<file path="config.mk">
export PLATFORM = sky130hd
export DESIGN_NAME = regfile_ctrl
export DESIGN_NICKNAME = d
export VERILOG_FILES = /design/src/rtl/regfile_ctrl.sv
export SDC_FILE = /design/constraint.sdc
export NUM_CORES = 1
export LEC_CHECK = 0
export ABC_AREA = 1
export BUFFER_PORTS_ARGS = -buffer_cell sky130_fd_sc_hd__buf_2
export CORE_MARGIN = 5
export CORE_UTILIZATION = 40
export CTS_CLUSTER_DIAMETER = 100
export DETAILED_ROUTE_END_ITERATION = 10
export PLACE_DENSITY = 0.68
export SLEW_MARGIN = 20
export SYNTH_ARGS = -nofsm -noshare
export SYNTH_HDL_FRONTEND = slang
export SYNTH_SLANG_ARGS = --single-unit
export TNS_END_PERCENT = 1
</file>
<file path="constraint.sdc">
create_clock -name clk_i -period 1.4 [get_ports clk_i]
set_input_delay 0.07 -clock clk_i [delete_from_list [all_inputs] [get_ports clk_i]]
set_output_delay 0.07 -clock clk_i [all_outputs]
set_load 0.02 [all_outputs]
</file>
<file path="src/rtl/regfile_ctrl.sv">
// regfile_ctrl: sequencer for a small 8 x 4-bit register file.
//
// Executes one two-operand instruction per START (ADD, SUB, AND, LDI) by
// reading two registers, computing a result and writing it back, or clears
// all eight registers on CLEAR. The register file itself lives outside this
// block: it is read combinationally through rp_o/rq_o -> datap_i/dataq_i and
// written through wr_o/wa_o/ld_data_o.
//
// Ports
//   clk_i      rising-edge clock
//   clr_i      asynchronous active-high reset
//   start_i    execute one instruction (sampled in IDLE only)
//   clear_i    zero all registers (sampled in IDLE only, wins over start_i)
//   op_i       00 ADD, 01 SUB, 10 AND, 11 LDI
//   rd_i       destination register
//   rs_i/rt_i  source-P / source-Q registers
//   imm_i      immediate for LDI
//   datap_i    register-file read data for rp_o
//   dataq_i    register-file read data for rq_o
//   rp_o/rq_o  register-file read addresses
//   wa_o       register-file write address
//   wr_o       register-file write enable
//   ld_data_o  register-file write data
//   busy_o     high in every state except IDLE
//   done_o     one-cycle completion pulse (registered)
//   result_o   last computed value
//   carry_o    carry/borrow of the last instruction
//   zero_o     result==0 of the last instruction
//   state_o    current FSM state, for debug and checkers
//
// Handshake: start_i/clear_i are single-cycle requests accepted only when
// busy_o is low; requests seen while busy_o is high are dropped, not queued.
// Completion is signalled by done_o for exactly one cycle, after which the
// block is idle again.

module regfile_ctrl (
    input  logic       clk_i,
    input  logic       clr_i,
    input  logic       start_i,
    input  logic       clear_i,
    input  logic [1:0] op_i,
    input  logic [2:0] rd_i,
    input  logic [2:0] rs_i,
    input  logic [2:0] rt_i,
    input  logic [3:0] imm_i,
    input  logic [3:0] datap_i,
    input  logic [3:0] dataq_i,
    output logic [2:0] rp_o,
    output logic [2:0] rq_o,
    output logic [2:0] wa_o,
    output logic       wr_o,
    output logic [3:0] ld_data_o,
    output logic       busy_o,
    output logic       done_o,
    output logic [3:0] result_o,
    output logic       carry_o,
    output logic       zero_o,
    output logic [2:0] state_o
);

    typedef enum logic [2:0] {
        IDLE  = 3'd0,
        READ  = 3'd1,
        EXEC  = 3'd2,
        WRITE = 3'd3,
        CLRW  = 3'd4,
        FIN   = 3'd5
    } state_t;

    localparam logic [1:0] OP_ADD = 2'b00;
    localparam logic [1:0] OP_SUB = 2'b01;
    localparam logic [1:0] OP_AND = 2'b10;
    localparam logic [1:0] OP_LDI = 2'b11;

    state_t     state_q;
    logic [1:0] op_q;
    logic [2:0] rd_q;
    logic [3:0] imm_q;
    logic [2:0] rp_q;      // doubles as latched RS; holds outside READ
    logic [2:0] rq_q;      // doubles as latched RT; holds outside READ
    logic [2:0] cnt_q;     // CLRW write address
    logic [3:0] result_q;
    logic       carry_q;
    logic       zero_q;
    logic       done_q;

    logic [3:0] result_d;
    logic       carry_d;
    logic [4:0] sum;
    logic [4:0] diff;

    // ALU on the live read data; only sampled during EXEC.
    always_comb begin
        sum      = {1'b0, datap_i} + {1'b0, dataq_i};
        // A 5-bit subtraction wraps into bit 4 exactly when A < B.
        diff     = {1'b0, datap_i} - {1'b0, dataq_i};
        result_d = 4'd0;
        carry_d  = 1'b0;
        case (op_q)
            OP_ADD: begin
                result_d = sum[3:0];
                carry_d  = sum[4];
            end
            OP_SUB: begin
                result_d = diff[3:0];
                carry_d  = diff[4];
            end
            OP_AND: result_d = datap_i & dataq_i;
            OP_LDI: result_d = imm_q;
            default: result_d = 4'd0;
        endcase
    end

    always_ff @(posedge clk_i or posedge clr_i) begin
        if (clr_i) begin
            state_q  <= IDLE;
            op_q     <= 2'd0;
            rd_q     <= 3'd0;
            imm_q    <= 4'd0;
            rp_q     <= 3'd0;
            rq_q     <= 3'd0;
            cnt_q    <= 3'd0;
            result_q <= 4'd0;
            carry_q  <= 1'b0;
            zero_q   <= 1'b0;
            done_q   <= 1'b0;
        end else begin
            done_q <= 1'b0;
            case (state_q)
                IDLE: begin
                    if (clear_i) begin
                        cnt_q   <= 3'd0;
                        state_q <= CLRW;
                    end else if (start_i) begin
                        op_q    <= op_i;
                        rd_q    <= rd_i;
                        imm_q   <= imm_i;
                        // Loading the read addresses here makes them valid
                        // for the whole of READ and EXEC.
                        rp_q    <= rs_i;
                        rq_q    <= rt_i;
                        state_q <= READ;
                    end
                end
                READ: state_q <= EXEC;
                EXEC: begin
                    result_q <= result_d;
                    carry_q  <= carry_d;
                    zero_q   <= (result_d == 4'd0);
                    state_q  <= WRITE;
                end
                WRITE: begin
                    done_q  <= 1'b1;
                    state_q <= FIN;
                end
                CLRW: begin
                    cnt_q <= cnt_q + 3'd1;  // wraps back to 0 after 7
                    if (cnt_q == 3'd7) begin
                        done_q  <= 1'b1;
                        state_q <= FIN;
                    end
                end
                FIN: state_q <= IDLE;
                default: state_q <= IDLE;
            endcase
        end
    end

    // Write-port decode straight from state so an asynchronous reset drops
    // wr_o immediately.
    always_comb begin
        wr_o      = 1'b0;
        wa_o      = 3'd0;
        ld_data_o = 4'd0;
        if (state_q == WRITE) begin
            wr_o      = 1'b1;
            wa_o      = rd_q;
            ld_data_o = result_q;
        end else if (state_q == CLRW) begin
            wr_o      = 1'b1;
            wa_o      = cnt_q;
        end
    end

    assign rp_o     = rp_q;
    assign rq_o     = rq_q;
    assign busy_o   = (state_q != IDLE);
    assign done_o   = done_q;
    assign result_o = result_q;
    assign carry_o  = carry_q;
    assign zero_o   = zero_q;
    assign state_o  = state_q;

endmodule

</file>
==> run metrics <==
CP Capture Type output port; die span in x 73.6 um; vias in the first global route about 1500; Final setup viols 0; R2R cell count 6; CP most frequent cell buf_6; NumNets Final 290; GPL Wtd Cong 0.848; Cell Chain, Critical Path nor2_4 -> buf_6 -> nand2_4 -> o22ai_2 -> buf_6; starting density of the core 0.408; P_leak 1.23 nW; synth unique cells 20; period utilization 0.990; delay-heaviest family, CP flip-flops; synthesis-to-layout area growth 36.4%; Avg WL per Cell 11.9 um; area of the mapped netlist 1620 um2; antenna cells 0; post-route ant nets 0; initial antenna violation count 0; core area ~4000 um2; Final WS setup 0.0146 ns; Crit path arrival time roughly 1.3 ns; Clk pwr share 0.143; total power about 4.5 mW; Int Power 2.63 mW; IO Pins 52; slew margin rel. 0.757; FF+latch count, synth 28; fill cell count 367; Post-DP Area 1980 um2; Final Skew 0.00164 ns; Vias/cell between 4 and 5; top-area cell type share of the netlist area 0.432; fin util 0.557; Mapped Cells roughly 190; maxcap violations 0; sw power 1.84 mW; Worst EP required 1.33 ns; top post-synthesis cells by area dfrtp_1 (43%), mux2_4 (9.3%), ha_1 (7.7%); CP Max Fanout 6; Place WS -0.0342 ns; clk_lat worst skew ~0.27 ns; Post-Synthesis Net Count 225; R2R setup slack 0.03 ns; Worst Setup Start Kind register; # DRC 0; Root Driver clkbuf_8; cts bufs inserted 3; sequential share of the synthesized area 0.432; Longest Clk Path Bufs 2; Final Hold Fails 0; Hold Crit Depth 2; Switching Fraction 0.412; fin crit period 1.39 ns; Gate power share 0.525; vias 1427; status finished, final reports clean; Critical Setup Path Class reg -> out; VDD IR max 0.889 mV; hpwl dp 2.69 mm; Highest Clock Rate 0.722 GHz; Yosys Warn Count 0; CTS tree done; CTS H-tree lvls 1; Stages on worst setup path 5; layout cell share with drive strength beyond 1 0.376; slowest stage cell on the critical path dfrtp_2; top cell type by total area after synthesis dfrtp_1; first drt pass iteration count 4; Clk pin slew, worst setup/hold paths 0.10 ns; Iteration-0 DRC Markers 36; RSZ-0062 raised after global routing true; pin count of the biggest net entering global routing 29; fin. max-slew vios 0; worst hold path type in -> reg; row cnt 23; Num Clock Sinks 28; Least-Margin Pin Slew 0.364 ns; Worst Path Buf+Inv 2; total gr overflow 0; die height 73.6 um; Die Footprint approximately 5400 um2; final non-filler cell area 2210 um2; PortBufs 51; Sequential Power Share 0.331; Critical Path Max Stage Delay 0.45 ns; pwr/cell area 2020 nW/um2; first-pass GRT wire length about 6.3 mm; Post-Syn Area per Cell 8.71 um2; total wire length approximately 3.6 mm; GR Util All Layers 0.145
## Yosys cell counts
cell,instances
nand4_1,1
nor3_1,1
buf_6,1
inv_2,1
o22ai_1,3
nor2_4,1
dfrtp_1,28
nand3_1,19
o21bai_1,1
nor2_1,19
buf_2,2
a21oi_1,11
o21ai_0,12
ha_1,10
fa_1,2
mux2_4,10
nand2_1,33
a31oi_1,1
nand3_2,1
inv_1,29
## metal layers
metal	part of all wire	wire, um	track usage	up-vias
li1	-	-	-	725
met1	0.46	1640	0.196	655
met2	0.47	1670	0.238	43
met3	0.063	224	0.0205	4
met4	0.011	41	0.0503	0
met5	0	0	0	-
## worst paths after layout
path / start / end
setup / recovery: state_o[1] / wa_o[1]
hold / removal: rs_i[2] / rp_o[2]
setup reg to reg: state_o[1] / imm_q[1]
hold reg to reg: zero_o / zero_o
max in group asynchronous: clr_i / state_o[1]
min in group asynchronous: clr_i / cnt_q[2]
## flip-flops by register name, summed over array words and instances, names as in the netlist
name	cells
rd_q	3
rq_o	3
done_o	1
op_q	2
result_o	4
zero_o	1
state_o	3
rp_o	3
cnt_q	3
carry_o	1
imm_q	4
## cell usage in the layout (no fill, tap or decap)
| cell | synthesis | layout |
|---|---|---|
| nor2_4 | 1 | 2 |
| buf_12 | 0 | 1 |
| nand3_1 | 19 | 18 |
| buf_4 | 0 | 14 |
| nor2_1 | 19 | 14 |
| bufbuf_16 | 0 | 1 |
| dfrtp_1 | 28 | 25 |
| a21oi_1 | 11 | 11 |
| mux2_4 | 10 | 10 |
| ha_1 | 10 | 10 |
| nor3_1 | 1 | 1 |
| nand3_2 | 1 | 1 |
| clkbuf_8 | 0 | 3 |
| inv_1 | 29 | 27 |
| o21ai_1 | 0 | 1 |
| bufinv_16 | 0 | 1 |
| o21bai_1 | 1 | 1 |
| a31oi_1 | 1 | 1 |
| nand2_1 | 33 | 31 |
| o22ai_1 | 3 | 1 |
| dlygate4sd3_1 | 0 | 1 |
| nand3_4 | 0 | 1 |
| buf_6 | 1 | 3 |
| buf_2 | 2 | 43 |
| nand2_4 | 0 | 2 |
| nand4_1 | 1 | 1 |
| dfrtp_2 | 0 | 3 |
| nor2_2 | 0 | 4 |
| fa_1 | 2 | 2 |
| inv_2 | 1 | 3 |
| o21ai_0 | 12 | 11 |
| o22ai_2 | 0 | 2 |
## what timing repair did
action | CTS | global route
pin swaps | 0 | 0
endpoints found under the hold margin | 28 | 0
buffers inserted | 2 | 1
hold buffers | 1 | 0
setup endpoints to repair | 8 | 28
gates resized for setup | 11 | 17
cloned | 1 | 0
## cells by family after synthesis
logic type | Yosys count | synth area share
simple gates | 75 | 0.199
flops | 28 | 0.432
compound gates | 28 | 0.0911
fa+ha+maj | 12 | 0.102
buf+inv | 33 | 0.0826
mux | 10 | 0.0927
## final cells by class
class | instances | area, um2 | area share
Clock inverter | 1 | 30.0 | 0.0136
Tap cell | 50 | 62.6 | 0.0283
Multi-Input combinational cell | 125 | 843 | 0.381
Clock buffer | 3 | 41.3 | 0.0187
Inverter | 30 | 113 | 0.0509
Timing Repair Buffer | 63 | 417 | 0.188
Sequential cell | 28 | 704 | 0.319
## power by group through the flow
stage          sequential [mW]  combinational (mW)  clock [mW]
2_1_floorplan             1.69                1.19           0
6_report                  1.48                2.35       0.640
3_5_place_dp              1.48                2.08           0
5_1_grt                   1.53                2.62       0.693
4_1_cts                   1.47                2.28       0.658
3_3_place_gp              1.47                2.05           0
## stage by stage
stage | TNS, ns | hold WS [ns] | std cells
after floorplan | -0.311 | 0.135 | 186
after global placement | -0.000595 | 0.151 | 291
after detailed placement | -0.0342 | 0.160 | 291
after CTS | -0.000402 | 0.0124 | 299
after global routing | -0.367 | 0.00471 | 300
final | 0 | 0.0164 | 300
No activity file was read; power rests on OpenSTA's default activity.
